<file path="src/rtl/keypad_debouncer.sv">
// keypad_debouncer: front-end conditioning for the microwave panel.
//   Every raw input is 2-flop synchronized. Start/stop/clear/door are
//   level-debounced. The 10-key pad is debounced through a small FSM
//   that yields one BCD strobe per accepted press.
// Ports:
//   clock, reset        - system clock, synchronous active-high reset
//   key_raw[9:0]        - raw key pad, bit i = digit i
//   startn_raw/stopn_raw/clearn_raw - raw active-low buttons
//   door_raw            - raw door switch, 1 = closed
//   key_code/key_valid  - BCD digit and its one-cycle strobe
//   key_held            - accepted key still down (until release debounced)
//   multi_err           - strobe when >1 key is seen while arming a press
//   startn/stopn/clearn/door_closed - debounced levels

// One synchronized, debounced level. RST_VAL is the safe/inactive level
// used both for the synchronizer and for the output.
module keypad_level_deb #(
  parameter int   DEBOUNCE_CYCLES = 1000,
  parameter int   CNT_W           = 10,
  parameter logic RST_VAL         = 1'b0
) (
  input  logic clock,
  input  logic reset,
  input  logic raw,
  output logic level
);
  localparam logic [CNT_W-1:0] LAST = CNT_W'(DEBOUNCE_CYCLES - 1);

  logic             s1, s2;
  logic [CNT_W-1:0] cnt;

  always_ff @(posedge clock) begin
    if (reset) begin
      s1    <= RST_VAL;
      s2    <= RST_VAL;
      cnt   <= '0;
      level <= RST_VAL;
    end else begin
      s1 <= raw;
      s2 <= s1;
      // Any agreeing sample restarts the count, so a bounce never
      // accumulates toward a change.
      if (s2 == level) begin
        cnt <= '0;
      end else if (cnt == LAST) begin
        level <= s2;
        cnt   <= '0;
      end else begin
        cnt <= cnt + CNT_W'(1);
      end
    end
  end
endmodule

module keypad_debouncer #(
  parameter int DEBOUNCE_CYCLES = 1000,
  parameter int CNT_W           = 10
) (
  input  logic       clock,
  input  logic       reset,
  input  logic [9:0] key_raw,
  input  logic       startn_raw,
  input  logic       stopn_raw,
  input  logic       clearn_raw,
  input  logic       door_raw,
  output logic [3:0] key_code,
  output logic       key_valid,
  output logic       key_held,
  output logic       multi_err,
  output logic       startn,
  output logic       stopn,
  output logic       clearn,
  output logic       door_closed
);
  // Encoding chosen so key_held is simply state[1] (a flop, glitch-free).
  localparam logic [1:0] IDLE        = 2'b00;
  localparam logic [1:0] DEB_PRESS   = 2'b01;
  localparam logic [1:0] PRESSED     = 2'b10;
  localparam logic [1:0] DEB_RELEASE = 2'b11;

  // The entry cycle (IDLE or first sample of a new candidate) already
  // counts as one stable sample, so the strobe is registered when the
  // count reaches DEBOUNCE_CYCLES-2; release mirrors this.
  localparam logic [CNT_W-1:0] CNT_LAST = CNT_W'(DEBOUNCE_CYCLES - 2);

  // Level inputs, bit order {door, clearn, stopn, startn}.
  localparam logic [3:0] LVL_RST = 4'b0111;

  logic [3:0] lvl_raw, lvl;
  assign lvl_raw = {door_raw, clearn_raw, stopn_raw, startn_raw};

  for (genvar g = 0; g < 4; g++) begin : g_lvl
    keypad_level_deb #(
      .DEBOUNCE_CYCLES(DEBOUNCE_CYCLES),
      .CNT_W          (CNT_W),
      .RST_VAL        (LVL_RST[g])
    ) u_deb (
      .clock(clock),
      .reset(reset),
      .raw  (lvl_raw[g]),
      .level(lvl[g])
    );
  end

  assign startn      = lvl[0];
  assign stopn       = lvl[1];
  assign clearn      = lvl[2];
  assign door_closed = lvl[3];

  // Key pad synchronizer
  logic [9:0] ks1, ks;
  always_ff @(posedge clock) begin
    if (reset) begin
      ks1 <= '0;
      ks  <= '0;
    end else begin
      ks1 <= key_raw;
      ks  <= ks1;
    end
  end

  // Classification of the synchronized pad
  logic       ks_zero, ks_multi, ks_onehot;
  logic [3:0] ks_idx;
  logic [3:0] cand;
  logic [9:0] cand_mask;

  assign ks_zero   = (ks == '0);
  assign ks_multi  = ((ks & (ks - 10'd1)) != '0);
  assign ks_onehot = !ks_zero && !ks_multi;
  assign cand_mask = 10'd1 << cand;

  always_comb begin
    ks_idx = '0;
    for (int i = 0; i < 10; i++)
      if (ks[i]) ks_idx = 4'(i);
  end

  logic [1:0]       state;
  logic [CNT_W-1:0] cnt;

  assign key_held = state[1];

  always_ff @(posedge clock) begin
    if (reset) begin
      state     <= IDLE;
      cand      <= '0;
      cnt       <= '0;
      key_code  <= '0;
      key_valid <= 1'b0;
      multi_err <= 1'b0;
    end else begin
      key_valid <= 1'b0;
      multi_err <= 1'b0;
      case (state)
        IDLE: begin
          if (ks_onehot) begin
            cand  <= ks_idx;
            cnt   <= '0;
            state <= DEB_PRESS;
          end else if (ks_multi) begin
            multi_err <= 1'b1;
          end
        end
        DEB_PRESS: begin
          if (ks == cand_mask) begin
            if (cnt == CNT_LAST) begin
              key_code  <= cand;
              key_valid <= 1'b1;
              cnt       <= '0;
              state     <= PRESSED;
            end else begin
              cnt <= cnt + CNT_W'(1);
            end
          end else if (ks_zero) begin
            state <= IDLE;
          end else if (ks_onehot) begin
            cand <= ks_idx;
            cnt  <= '0;
          end else begin
            multi_err <= 1'b1;
            state     <= IDLE;
          end
        end
        PRESSED: begin
          // Extra keys while held are deliberately ignored.
          if (ks_zero) begin
            cnt   <= '0;
            state <= DEB_RELEASE;
          end
        end
        DEB_RELEASE: begin
          if (!ks_zero) begin
            state <= PRESSED;
          end else if (cnt == CNT_LAST) begin
            cnt   <= '0;
            state <= IDLE;
          end else begin
            cnt <= cnt + CNT_W'(1);
          end
        end
        default: state <= IDLE;
      endcase
    end
  end
endmodule

</file>
<file path="config.mk">
export PLATFORM = sky130hd
export DESIGN_NAME = keypad_debouncer
export DESIGN_NICKNAME = d
export VERILOG_FILES = /design/src/rtl/keypad_debouncer.sv
export SDC_FILE = /design/constraint.sdc
export NUM_CORES = 1
export LEC_CHECK = 0
export ABC_CLOCK_PERIOD_IN_PS = 3900
export BUFFER_PORTS_ARGS = -buffer_cell sky130_fd_sc_hd__buf_2
export CAP_MARGIN = 20
export CELL_PAD_IN_SITES_DETAIL_PLACEMENT = 2
export CELL_PAD_IN_SITES_GLOBAL_PLACEMENT = 2
export CORE_ASPECT_RATIO = 1.2
export CORE_MARGIN = 2
export CORE_UTILIZATION = 27
export CTS_CLUSTER_DIAMETER = 200
export DETAILED_ROUTE_END_ITERATION = 16
export PLACE_DENSITY = 0.63
export SYNTH_ARGS = -nofsm -noshare
export SYNTH_HDL_FRONTEND = slang
export SYNTH_SLANG_ARGS = --single-unit
</file>
<file path="constraint.sdc">
create_clock -name clock -period 3.9 [get_ports clock]
set_input_delay 0.78 -clock clock [delete_from_list [all_inputs] [get_ports clock]]
set_output_delay 0.78 -clock clock [all_outputs]
set_load 0.01 [all_outputs]
</file>
# --- Word level (Yosys, flattened, before mapping) ---
# Index checks and enable logic that the tools add are counted.
totals:
  word_cells: 116
  reg_bits: 94
  in_bits: 16
  output_inout_bits: 11
op_classes:
  n_shift: 1
  muxes: 36
  bitwise_logic: 7
  n_addsub: 6
  reduce_logical: 20
  n_eq_ne: 22
ops:
  columns: ["operator", "count"]
  rows:
  - ["two-way mux 10 bit", 6]
  - ["adder 10 x 1 -> 10 bit (second input constant)", 5]
  - ["== test 10 bit (second input constant)", 5]
  - ["two-way mux 4 bit", 11]
  - ["one-hot mux 10 bit (4 select lines)", 1]
  - ["two-way mux 2 bit", 8]
  - ["OR reduction 3 bit", 5]
  - ["AND 10 bit", 1]
  - ["== test 10 bit", 1]
  - ["logical NOT 10 bit", 1]
  - ["!= test 2 bit (second input constant)", 5]
  - ["nonzero test 10 bit", 1]
  - ["<< shifter 1 x 4 -> 10 bit (first input constant)", 1]
  - ["subtractor 10 x 1 -> 10 bit (second input constant)", 1]
  - ["!= test 3 bit (second input constant)", 3]
  - ["AND reduction 3 bit", 3]
  - ["one-hot mux 2 bit (4 select lines)", 1]
  - ["one-hot mux 4 bit (2 select lines)", 1]
  - ["AND reduction 2 bit", 4]
  - ["two-way mux 1 bit", 7]
  - ["inverter 1 bit", 6]
  - ["AND reduction 5 bit", 1]
  - ["== test 1 bit", 4]
  - ["== test 2 bit (second input constant)", 2]
  - ["other kinds (7)", 8]

# --- Logic depth before layout (Yosys ltp) ---
# Gate-level depths: netlist of run 1.
logic_depth:
  ltp_word: 13
  depth_mapped: 9
  mapped_depth_nobuf: 7

# --- By module ---
# Synthesis of run 1 repeated with hierarchy kept, for this count alone.
hier_totals:
  hier_cells: 465
  hier_area_um2: 4310.4
by_module_without_submodules:
  columns: ["mod", "cells_each", "n_inst", "area_per_inst_um2"]
  rows:
  - ["keypad_debouncer", 237, 1, 2120.8]
  - ["keypad_level_deb (g_lvl[0].u_deb ...)", 58, 3, 548.0]
  - ["keypad_level_deb (g_lvl[3].u_deb)", 54, 1, 545.5]

# --- Least setup slack after synthesis of run 1 ---
# No wires, ideal clock.
synth_timing:
  kind: "input port to flip-flop"
  start: "in reset"
  end: "reg cnt[2]"
  slack_ns: 1.789
  t_arrival_ns: 2.053
  path_stages: 6
  setup_time_ns: 0.058
  path_cell_list: "clkbuf_1 -> or2_2 -> a2111oi_0 -> a31oi_1 -> a21oi_1 -> a21o_1"
synth_lines:
  columns: ["element", "line_no", "text"]
  rows:
  - ["start, declared", "60", "input logic reset,"]
  - ["end signal, assigned", "173", "cnt <= cnt + CNT_W'(1);"]
  - ["end signal, assigned", "199", "cnt <= cnt + CNT_W'(1);"]
  - ["end, declared", "140", "logic [CNT_W-1:0] cnt;"]

# --- Worst setup path in the final report of run 1 ---
layout_timing:
  start: "reg cnt[5]"
  end: "reg cnt[5]"
layout_between:
  elab_chain_cells: 4
  word_cells_on_any_way: 8
  classes_between: "add/sub (1); eq/ne (1); mux (6)"
layout_rtl:
  columns: ["element", "line_no", "text"]
  rows:
  - ["adder 10 x 1 -> 10 bit, or another cell as far along", "173, 199", null]
  - ["two-way mux 10 bit (on tied branches)", null, null]
  - ["two-way mux 10 bit (on tied branches)", "193, 166", null]
  - ["one-hot mux 10 bit (4 select lines) *", "155", "case (state)"]
# Every way passes the cells marked *; elsewhere a longest branch is shown, timed or not. The select of a mux whose other input is x is not followed.
# A chain may end at the register's enable or synchronous reset.

==> metrics.csv, run 1 <==
metric;value;unit
number of distinct library cell variants in the gate-level netlist after synthesis;59;
Cell Pwr Density;448;nW/um^2
highest clock rate;0.430;GHz
slew at the pin with the worst max-slew slack;0.660;ns
Fin. Hold Viols;0;
number of DRC violations after detailed-routing iteration 0;50;
input/output buffers;26;
Seq cells post-synth;94;
largest fanout on the critical path;8;
WP data arrival;2.57;ns
clock tree from TritonCTS;built;
layout cells sized above 1;12.6;%
CTS H-tree lvls;3;
total inserted antenna cells;0;
number of global-route vias before repair;3546;
Crit Path Category;flop to flop;
die span in x;116;microns
Die Footprint;16200;sq um
Worst Skew;0.00997;ns
CP cell instances;nor4bb_1 -> and4_1 -> a2111oi_0 -> a31oi_1 -> a21oi_1 -> a21o_1;
WL/cell;14.6;microns
Resized Gates After CTS;0;
clock network latency to the later pin of the worst-skew pair;0.34;ns
post-synthesis instance total;451;
maximum vdd ir drop;0.000194;V
global-route wire length before repair;17.2;mm
share of the synthesized netlist area taken by xor and xnor gates;6.63;%
per-instance average area after synthesis;9.08;sq um
maximum number of pins on one net before global-route repair;37;
placement-stage worst setup slack;1.38;ns
Area Growth Syn to Fin;14.8;%
Synth Cell Area;4090;sq um
remaining design rule violation count;0;
final weighted congestion in routability-driven placement;0.708;
proportion of register bits with asynchronous set or reset after synthesis;0;%
placeable core region;14900;sq um
slowest stage cell, crit path;a31oi_1;
count of final setup violators;0;
iteration count of the initial detailed-routing pass;4;
Root Buffer Master;clkbuf_16;
leakage dissipation;1.73;nW
result of the run;finished, final reports clean;
largest family of logic cells by synthesized area;simple AND/OR/NAND/NOR gates;
post-detailed-route count of antenna-violating nets;0;
largest buffer count on any clock path;2;
fraction of the mapped netlist area in compound gates;13.1;%
Hold Buf Count CTS;0;
clk slew on worst S/H paths;0.06;ns
chip height;139;microns
max_slew headroom;55.8;%
CP peak stage delay;0.56;ns
reg-to-reg setup timing slack;1.57;ns
Pins Over Slew Limit;0;
post-layout minimum cycle time;2.33;ns
routed wire length;9.91;mm
worst-case setup margin in the final layout;1.57;ns
clock buffer count from CTS;9;
sink count of the clock tree;94;
YS warnings;0;
unrepaired setup endpoints after global routing;false;
Post-Synthesis Net Count;473;
Core Rows;49;
Max-Cap Viols;0;
Worst setup SP type;flop;
nature of the critical path endpoint;flop;
share of synthesized area spent on multiplexers;0.489;%
Critical Path RT;4.14;ns
starting utilization of the core area;27.5;%
Adder-Cell Fraction of Synth Area;1.83;%
via count normalized by instance count;4.82;
final layout net count;494;
vias after detailed routing;3278;
final total negative setup slack;0;ns
post-CTS setup buffers;0;
most used flip-flop cell after synthesis;dfxtp_1;
instance count after placement with tap cells included;665;
I/O pins;27;
number of synthesized flops with an enable pin;0;
DP HPWL;7.33;mm
final cell count without fillers;680;
area fraction in and, or, nand and nor cells after synthesis;28.7;%
worst min-delay path class;flop to flop;
period utilisation layout;59.6;%
sequential share of the synthesized area;46.0;%
antenna violations before repair;0;
combined global-route utilization of all metal layers;13.2;%
total global routing overflow;0;
-- cell usage after synthesis (4+ instances only) --
cell type | count | area (sq um)
a211o_1 | 4 | 35.0
a21o_1 | 6 | 45.0
a21oi_1 | 26 | 130
and2_1 | 5 | 31.3
and3_1 | 14 | 87.6
buf_6 | 4 | 45.0
clkbuf_1 | 5 | 18.8
dfxtp_1 | 94 | 1880
ha_1 | 6 | 75.1
inv_1 | 8 | 30.0
nand2_1 | 23 | 86.3
nand2b_1 | 5 | 31.3
nand3_1 | 22 | 110
nand4_1 | 14 | 87.6
nor2_1 | 57 | 214
nor2b_1 | 23 | 144
nor3b_1 | 6 | 45.0
nor4_1 | 5 | 31.3
o21ai_0 | 16 | 80.1
or2_2 | 11 | 68.8
or3_1 | 9 | 56.3
xnor2_1 | 15 | 131
xor2_1 | 16 | 140
-- final timing paths --
path / start / end / cells past startpoint
min reg2reg: g_lvl[0].u_deb.s1$_SDFF_PP1_ / g_lvl[0].u_deb.s2$_SDFF_PP1_ / 1
max: cnt[5]$_SDFFE_PP0P_ / cnt[5]$_SDFFE_PP0P_ / 6
min: g_lvl[0].u_deb.s1$_SDFF_PP1_ / g_lvl[0].u_deb.s2$_SDFF_PP1_ / 1
max reg2reg: cnt[5]$_SDFFE_PP0P_ / cnt[5]$_SDFFE_PP0P_ / 6
-- cell usage in the layout (no fill, tap or decap), types with 4 or more instances in the layout --
cell,instances
nor4_1,5
a21o_1,6
xor2_1,16
clkbuf_16,9
nand3_1,22
o21ai_0,16
nand2b_1,5
xnor2_1,15
a21oi_1,26
a211o_1,4
nand2_1,23
or2_2,11
inv_1,8
dfxtp_1,94
buf_2,26
nand4_1,14
nor2b_1,23
nor2_1,57
nor3b_1,6
and2_1,5
ha_1,6
and3_1,14
or3_1,9
-- layer usage --
metal / wire [microns] / track usage, % / vias to the layer above
li1: - / - / 1624
met1: 4400 / 15.3 / 1614
met2: 5140 / 23.7 / 30
met3: 210 / 2.49 / 10
met4: 166 / 4.89 / 0
met5: 0 / 0 / -
-- worst max-delay path, delay by kind of cell (launching register included) --
family	cells	cell delay (ns)
simple gates	2	0.81
compound gates	4	0.96
flops	1	0.45
-- power by group --
part | internal [mW] | total (mW) | leakage (nW) | switching (mW)
clock | 0.578 | 0.938 | 0.153 | 0.361
sequential | 0.983 | 1.01 | 0.765 | 0.0289
combinational | 0.0636 | 0.152 | 0.816 | 0.0888
-- registers in the layout, summed over array words and instances, names as in the netlist --
| register | count |
|---|---|
| cnt | 10 |
| state | 2 |
| ks1 | 10 |
| key_code | 4 |
| g_lvl.u_deb.level | 4 |
| multi_err | 1 |
| g_lvl.u_deb.s1 | 4 |
| g_lvl.u_deb.s2 | 4 |
| cand | 4 |
| key_valid | 1 |
| ks | 10 |
| g_lvl.u_deb.cnt | 40 |
-- logic make-up after synthesis --
logic type,Yosys count
multiplexers,2
AND/OR/NAND/NOR,214
XOR/XNOR,31
AO/OA/AOI/OAI,79
flip-flops,94
adder cells (fa/ha/maj),6
buffers and inverters,25
-- through the flow --
stage / power (mW) / area, sq um / hold slack (ns) / utilization (%)
final: 2.10 / 4700 / 0.416 / 31.5
after global routing: 2.20 / 4700 / 0.429 / 31.5
after CTS: 2.14 / 4700 / 0.420 / 31.5
after detailed placement: 1.19 / 4380 / 0.399 / 29.4
after global placement: 1.18 / 4380 / 0.396 / 29.4
after floorplan: 1.15 / 4090 / 0.389 / -
-- cell type report --
cell class                      count  area (sq um)
Inverter                            8          30.0
Clock buffer                       12           246
Clock inverter                      3          68.8
Fill cell                        1678         10200
Sequential cell                    94          1880
Tap cell                          204           255
Multi-Input combinational cell    332          2080
Timing Repair Buffer               27           138
No activity file was read; power rests on OpenSTA's default activity.
==> run 2: changes to the inputs <==
--- a/config.mk
+++ b/config.mk
@@ -5,7 +5,8 @@
 export SDC_FILE = /design/constraint.sdc
 export NUM_CORES = 1
 export LEC_CHECK = 0
-export ABC_CLOCK_PERIOD_IN_PS = 3900
+export ABC_AREA = 1
+export ABC_CLOCK_PERIOD_IN_PS = 2300
 export BUFFER_PORTS_ARGS = -buffer_cell sky130_fd_sc_hd__buf_2
 export CAP_MARGIN = 20
 export CELL_PAD_IN_SITES_DETAIL_PLACEMENT = 2
@@ -15,7 +16,7 @@
 export CORE_UTILIZATION = 27
 export CTS_CLUSTER_DIAMETER = 200
 export DETAILED_ROUTE_END_ITERATION = 16
-export PLACE_DENSITY = 0.63
+export PLACE_DENSITY = 0.67
 export SYNTH_ARGS = -nofsm -noshare
 export SYNTH_HDL_FRONTEND = slang
 export SYNTH_SLANG_ARGS = --single-unit
==> constraint.sdc (replaced) <==
create_clock -name clock -period 2.3 [get_ports clock]
set_input_delay 0.46 -clock clock [delete_from_list [all_inputs] [get_ports clock]]
set_output_delay 0.46 -clock clock [all_outputs]
set_load 0.01 [all_outputs]
==> metrics.csv, run 2 <==
metric;value;unit
clk slew on worst S/H paths;0.07;ns
maximum number of pins on one net before global-route repair;47;
Root Buffer Master;clkbuf_16;
Fin. Hold Viols;0;
nature of the critical path endpoint;flop;
Worst setup SP type;flop;
WP data arrival;2.30;ns
die span in x;118;microns
iteration count of the initial detailed-routing pass;4;
Seq cells post-synth;94;
total global routing overflow;0;
Post-Synthesis Net Count;625;
Core Rows;50;
vias after detailed routing;3924;
minimum hold slack;0.284;ns
unrepaired setup endpoints after global routing;false;
period utilisation layout;89.1;%
largest buffer count on any clock path;2;
I/O pins;27;
number of global-route vias before repair;4252;
launch point of the worst hold path;clearn_raw;
post-detailed-route count of antenna-violating nets;0;
sequential share of the synthesized area;44.4;%
chip height;141;microns
layout cells sized above 1;11.8;%
Synth Cell Area;4240;sq um
post-layout minimum cycle time;2.05;ns
most frequent cells in the layout;nand2_1, inv_1, dfxtp_1;
Final Power;3.84;mW
count of final setup violators;0;
starting utilization of the core area;27.3;%
most common cell after layout, fill and taps aside;nand2_1;
Pins Over Slew Limit;0;
clock buffer count from CTS;9;
maximum vdd ir drop;0.000280;V
final weighted congestion in routability-driven placement;0.821;
cell taking the most area after synthesis;dfxtp_1;
global-route wire length before repair;20.3;mm
leading cell type by number of instances after synthesis;nand2_1;
most used flip-flop cell after synthesis;dfxtp_1;
proportion of register bits with asynchronous set or reset after synthesis;0;%
per-instance average area after synthesis;7.03;sq um
Commonest cells post-synth;nand2_1, inv_1, dfxtp_1, nor2_1, a21oi_1;
Worst Skew;0.0103;ns
worst min-delay path class;primary input to flop;
clock tree from TritonCTS;built;
post-synthesis instance total;603;
Cell Pwr Density;779;nW/um^2
routed wire length;11.5;mm
CTS H-tree lvls;3;
critical register-to-register path startpoint;cand[3]$_SDFFE_PP0P_;
leakage dissipation;2.01;nW
DP HPWL;8.85;mm
Largest register FFs;40;
result of the run;finished, final reports clean;
placeable core region;15500;sq um
via count normalized by instance count;4.62;
clock network latency to the later pin of the worst-skew pair;0.36;ns
total inserted antenna cells;0;
number of synthesized flops with an enable pin;0;
share of the synthesized area in the top cell type;44.4;%
Area Growth Syn to Fin;16.3;%
sink count of the clock tree;94;
combined global-route utilization of all metal layers;15.1;%
WL/cell;13.5;microns
Crit Path Category;flop to flop;
antenna violations before repair;0;
YS warnings;0;
Max-Cap Viols;0;
register with the most flip-flops;g_lvl.u_deb.cnt;
input/output buffers;26;
number of distinct library cell variants in the gate-level netlist after synthesis;29;
final total negative setup slack;0;ns
number of DRC violations after detailed-routing iteration 0;110;
top cells by area in the synthesized netlist;dfxtp_1, nand2_1, inv_1;
Die Footprint;16700;sq um
Critical Path RT;2.55;ns
largest fanout on the critical path;10;
highest clock rate;0.488;GHz
remaining design rule violation count;0;
slew at the pin with the worst max-slew slack;0.519;ns
final layout net count;660;
Critical Path Start;cand[3]$_SDFFE_PP0P_;
max_slew headroom;65.4;%
run 2: changes by cell type after synthesis, moves of 13 or more:
cell / delta
a21oi_1: +15
inv_1: +87
nand2_1: +98
nand3_1: +14
nor2_1: +32
nor2b_1: -23
nor3_1: +13
xnor2_1: -13
run 2: area by class of cell:
type	instances	area, sq um
Multi-Input combinational cell	402	1970
Clock inverter	3	20.0
Clock buffer	12	256
Fill cell	1917	10600
Sequential cell	94	1880
Inverter	100	375
Timing Repair Buffer	31	168
Tap cell	208	260
run 2: metrics by stage:
step                      instances  setup WS (ns)  cell area (sq um)  utilization (%)
after floorplan                 603          0.560               4240                -
after global placement          835          0.154               4640             29.9
after detailed placement        835         0.0537               4640             29.9
after CTS                       850         0.0208               4920             31.7
after global routing            850         0.0131               4930             31.8
final                           850          0.251               4930             31.8
run 2: worst paths after layout:
kind,depth (start not counted),slack (ns),endpoint
worst max-delay path,15,0.25,cnt[0]$_SDFFE_PP0P_
worst min-delay path,2,0.28,g_lvl[2].u_deb.s1$_SDFF_PP1_
worst max register to register,15,0.25,cnt[0]$_SDFFE_PP0P_
worst min register to register,2,0.40,ks[0]$_SDFF_PP0_
run 2: critical path, cell delays in order, from the launching register on:
cell	delay (ns)
dfxtp_1	0.44
inv_2	0.11
nor2_2	0.17
nand2_1	0.08
nand2_1	0.06
nand2_1	0.07
inv_2	0.05
nand2_1	0.07
nor2_4	0.14
nand3_1	0.12
nand2_1	0.08
nand2_1	0.06
nand2_1	0.12
nand2_2	0.16
o21bai_1	0.17
nor2_1	0.05
run 2: kinds of logic after synthesis:
kind of cell	synth area share (%)
flops	44.4
compound gates	10.1
xor+xnor	1.65
fa+ha+maj	1.77
buf+inv	9.47
simple gates	32.6
run 2: per-layer routing:
layer | vias to the layer above | global-route usage, % | part of all wire [%]
met3 | 17 | 2.69 | 2.3
met5 | - | 0 | 0
met4 | 0 | 7.64 | 2.6
met2 | 36 | 27.7 | 51
met1 | 1899 | 16.6 | 44
li1 | 1972 | - | -
run 2: repair_timing:
| item | in CTS | in global routing |
|---|---|---|
| hold buffers | 0 | 0 |
| gates resized for setup | 0 | 6 |
| endpoints found under the setup margin | 0 | 20 |
| setup buffers | 0 | 0 |
run 2: power breakdown:
group | leakage [nW] | internal [mW] | switching [mW]
Sequential | 0.766 | 1.69 | 0.0724
Clock | 0.131 | 0.785 | 0.646
Combinational | 1.11 | 0.198 | 0.453
Total | 2.01 | 2.67 | 1.17
==> run 3: changes to the inputs <==
--- a/config.mk
+++ b/config.mk
@@ -5,7 +5,6 @@
 export SDC_FILE = /design/constraint.sdc
 export NUM_CORES = 1
 export LEC_CHECK = 0
-export ABC_AREA = 1
 export ABC_CLOCK_PERIOD_IN_PS = 2300
 export BUFFER_PORTS_ARGS = -buffer_cell sky130_fd_sc_hd__buf_2
 export CAP_MARGIN = 20
@@ -16,7 +15,7 @@
 export CORE_UTILIZATION = 27
 export CTS_CLUSTER_DIAMETER = 200
 export DETAILED_ROUTE_END_ITERATION = 16
-export PLACE_DENSITY = 0.67
+export PLACE_DENSITY = 0.63
 export SYNTH_ARGS = -nofsm -noshare
 export SYNTH_HDL_FRONTEND = slang
 export SYNTH_SLANG_ARGS = --single-unit
==> metrics.csv, run 3 (synthesized netlist as in run 1, its figures left out) <==
metric;value;unit
result of the run;finished, final reports clean;
Area Growth Syn to Fin;16.6;%
total global routing overflow;0;
met2 wirelength from detailed routing;4.92;mm
Die Footprint;16200;sq um
nature of the critical path endpoint;flop;
Cell Pwr Density;719;nW/um^2
capture point of the critical path;cnt[9]$_SDFFE_PP0P_;
remaining design rule violation count;0;
final cell count without fillers;693;
clk slew on worst S/H paths;0.07;ns
count of final setup violators;0;
combined global-route utilization of all metal layers;12.9;%
sink count of the clock tree;94;
largest buffer count on any clock path;2;
WP data arrival;2.44;ns
placeable core region;14900;sq um
Placement Cell Area;4450;sq um
CTS H-tree lvls;3;
period utilisation layout;95.1;%
post-layout instance area;4770;sq um
DP HPWL;7.07;mm
highest clock rate;0.457;GHz
uppermost layer routed;met4;
slew at the pin with the worst max-slew slack;0.415;ns
global-route wire length before repair;16.5;mm
routed metal-1 wire length;4.31;mm
Pins Over Slew Limit;0;
FILL cells;1715;
instance count after placement with tap cells included;674;
Crit Path Category;flop to flop;
largest fanout on the critical path;6;
Core Rows;49;
Largest register FFs;40;
antenna violations before repair;0;
post-detailed-route count of antenna-violating nets;0;
final layout net count;506;
number of DRC violations after detailed-routing iteration 0;87;
Max-Cap Viols;0;
total inserted antenna cells;0;
count of buffer and inverter cells on the critical path;1;
reg-to-reg setup timing slack;0.11;ns
most frequent cells in the layout;dfxtp_1, nor2_1, a21oi_1, buf_2;
most common cell after layout, fill and taps aside;dfxtp_1;
clock network latency to the later pin of the worst-skew pair;0.35;ns
post-layout minimum cycle time;2.19;ns
launch point of the worst hold path;stopn_raw;
slowest stage cell, crit path;or3b_2;
leakage dissipation;1.78;nW
capturing point of the worst reg2reg path;cnt[9]$_SDFFE_PP0P_;
register with the most flip-flops;g_lvl.u_deb.cnt;
maximum number of pins on one net before global-route repair;34;
CP peak stage delay;0.47;ns
worst-case setup margin in the final layout;0.112;ns
CP delay by family, top;simple AND/OR/NAND/NOR gates;
Fin. Hold Viols;0;
number of global-route vias before repair;3436;
I/O pins;27;
max_slew headroom;72.1;%
Critical Path Start;ks[8]$_SDFF_PP0_;
iteration count of the initial detailed-routing pass;3;
starting utilization of the core area;27.5;%
Worst Skew;0.00666;ns
final total negative setup slack;0;ns
minimum hold slack;0.290;ns
critical register-to-register path startpoint;ks[8]$_SDFF_PP0_;
Root Buffer Master;clkbuf_16;
via count normalized by instance count;4.79;
count of cell instances traversed by the critical path;7;
layout cells sized above 1;16.8;%
input/output buffers;26;
vias after detailed routing;3321;
final weighted congestion in routability-driven placement;0.783;
CP cell instances;or3b_2 -> nand3_1 -> and3_1 -> and4_2 -> nor3b_4 -> buf_4 -> a22o_1;
routed wire length;9.69;mm
chip height;139;microns
maximum vdd ir drop;0.000290;V
die span in x;116;microns
clock tree from TritonCTS;built;
WL/cell;14.0;microns
worst min-delay path class;primary input to flop;
Critical Path RT;2.55;ns
Worst setup SP type;flop;
R2R cell count;7;
length of routed met3 wiring;228;microns
clock buffer count from CTS;9;
placement-stage worst setup slack;0.0928;ns
-- run 3: worst min-delay path by stage --
stage / to / slack (ns) / cells past startpoint
5_1_grt: g_lvl[1].u_deb.s1$_SDFF_PP1_ / 0.29 / 2
3_5_place_dp: g_lvl[1].u_deb.s2$_SDFF_PP1_ / 0.40 / 1
2_1_floorplan: g_lvl[0].u_deb.s2$_SDFF_PP1_ / 0.39 / 1
4_1_cts: g_lvl[1].u_deb.s1$_SDFF_PP1_ / 0.27 / 2
3_3_place_gp: g_lvl[1].u_deb.s2$_SDFF_PP1_ / 0.40 / 1
6_report: g_lvl[1].u_deb.s1$_SDFF_PP1_ / 0.29 / 2
-- run 3: report_power, final --
part           leakage, nW  total, mW  internal [mW]  switching, mW
Clock                0.138       1.43          0.790          0.644
Combinational        0.876      0.287          0.130          0.157
Sequential           0.766       1.71           1.67         0.0448
-- run 3: layout make-up --
type	instances	area [sq um]	share of cell area [%]
tap	204	255	5.35
sequential	94	1890	39.5
clock inverter	5	33.8	0.708
timing repair buffer	39	228	4.77
inverter	8	30.0	0.629
clock buffer	11	253	5.29
multi-input combinational	332	2090	43.7
-- run 3: timing repair --
action | CTS | global route
hold buffers | 0 | 0
buffers inserted | 0 | 3
gates resized for setup | 0 | 7
endpoints found under the setup margin | 0 | 16
-- run 3: layer usage --
metal	up-vias	GRT usage, %
met3	11	2.32
met1	1639	15.4
met2	29	21.8
li1	1642	-
met4	0	6.77
met5	-	0
-- run 3: metrics by stage --
step | total power [mW] | util [%]
2_1_floorplan | 1.94 | -
3_3_place_gp | 2.02 | 29.9
3_5_place_dp | 2.03 | 29.9
4_1_cts | 3.50 | 31.8
5_1_grt | 3.62 | 32.0
6_report | 3.43 | 32.0
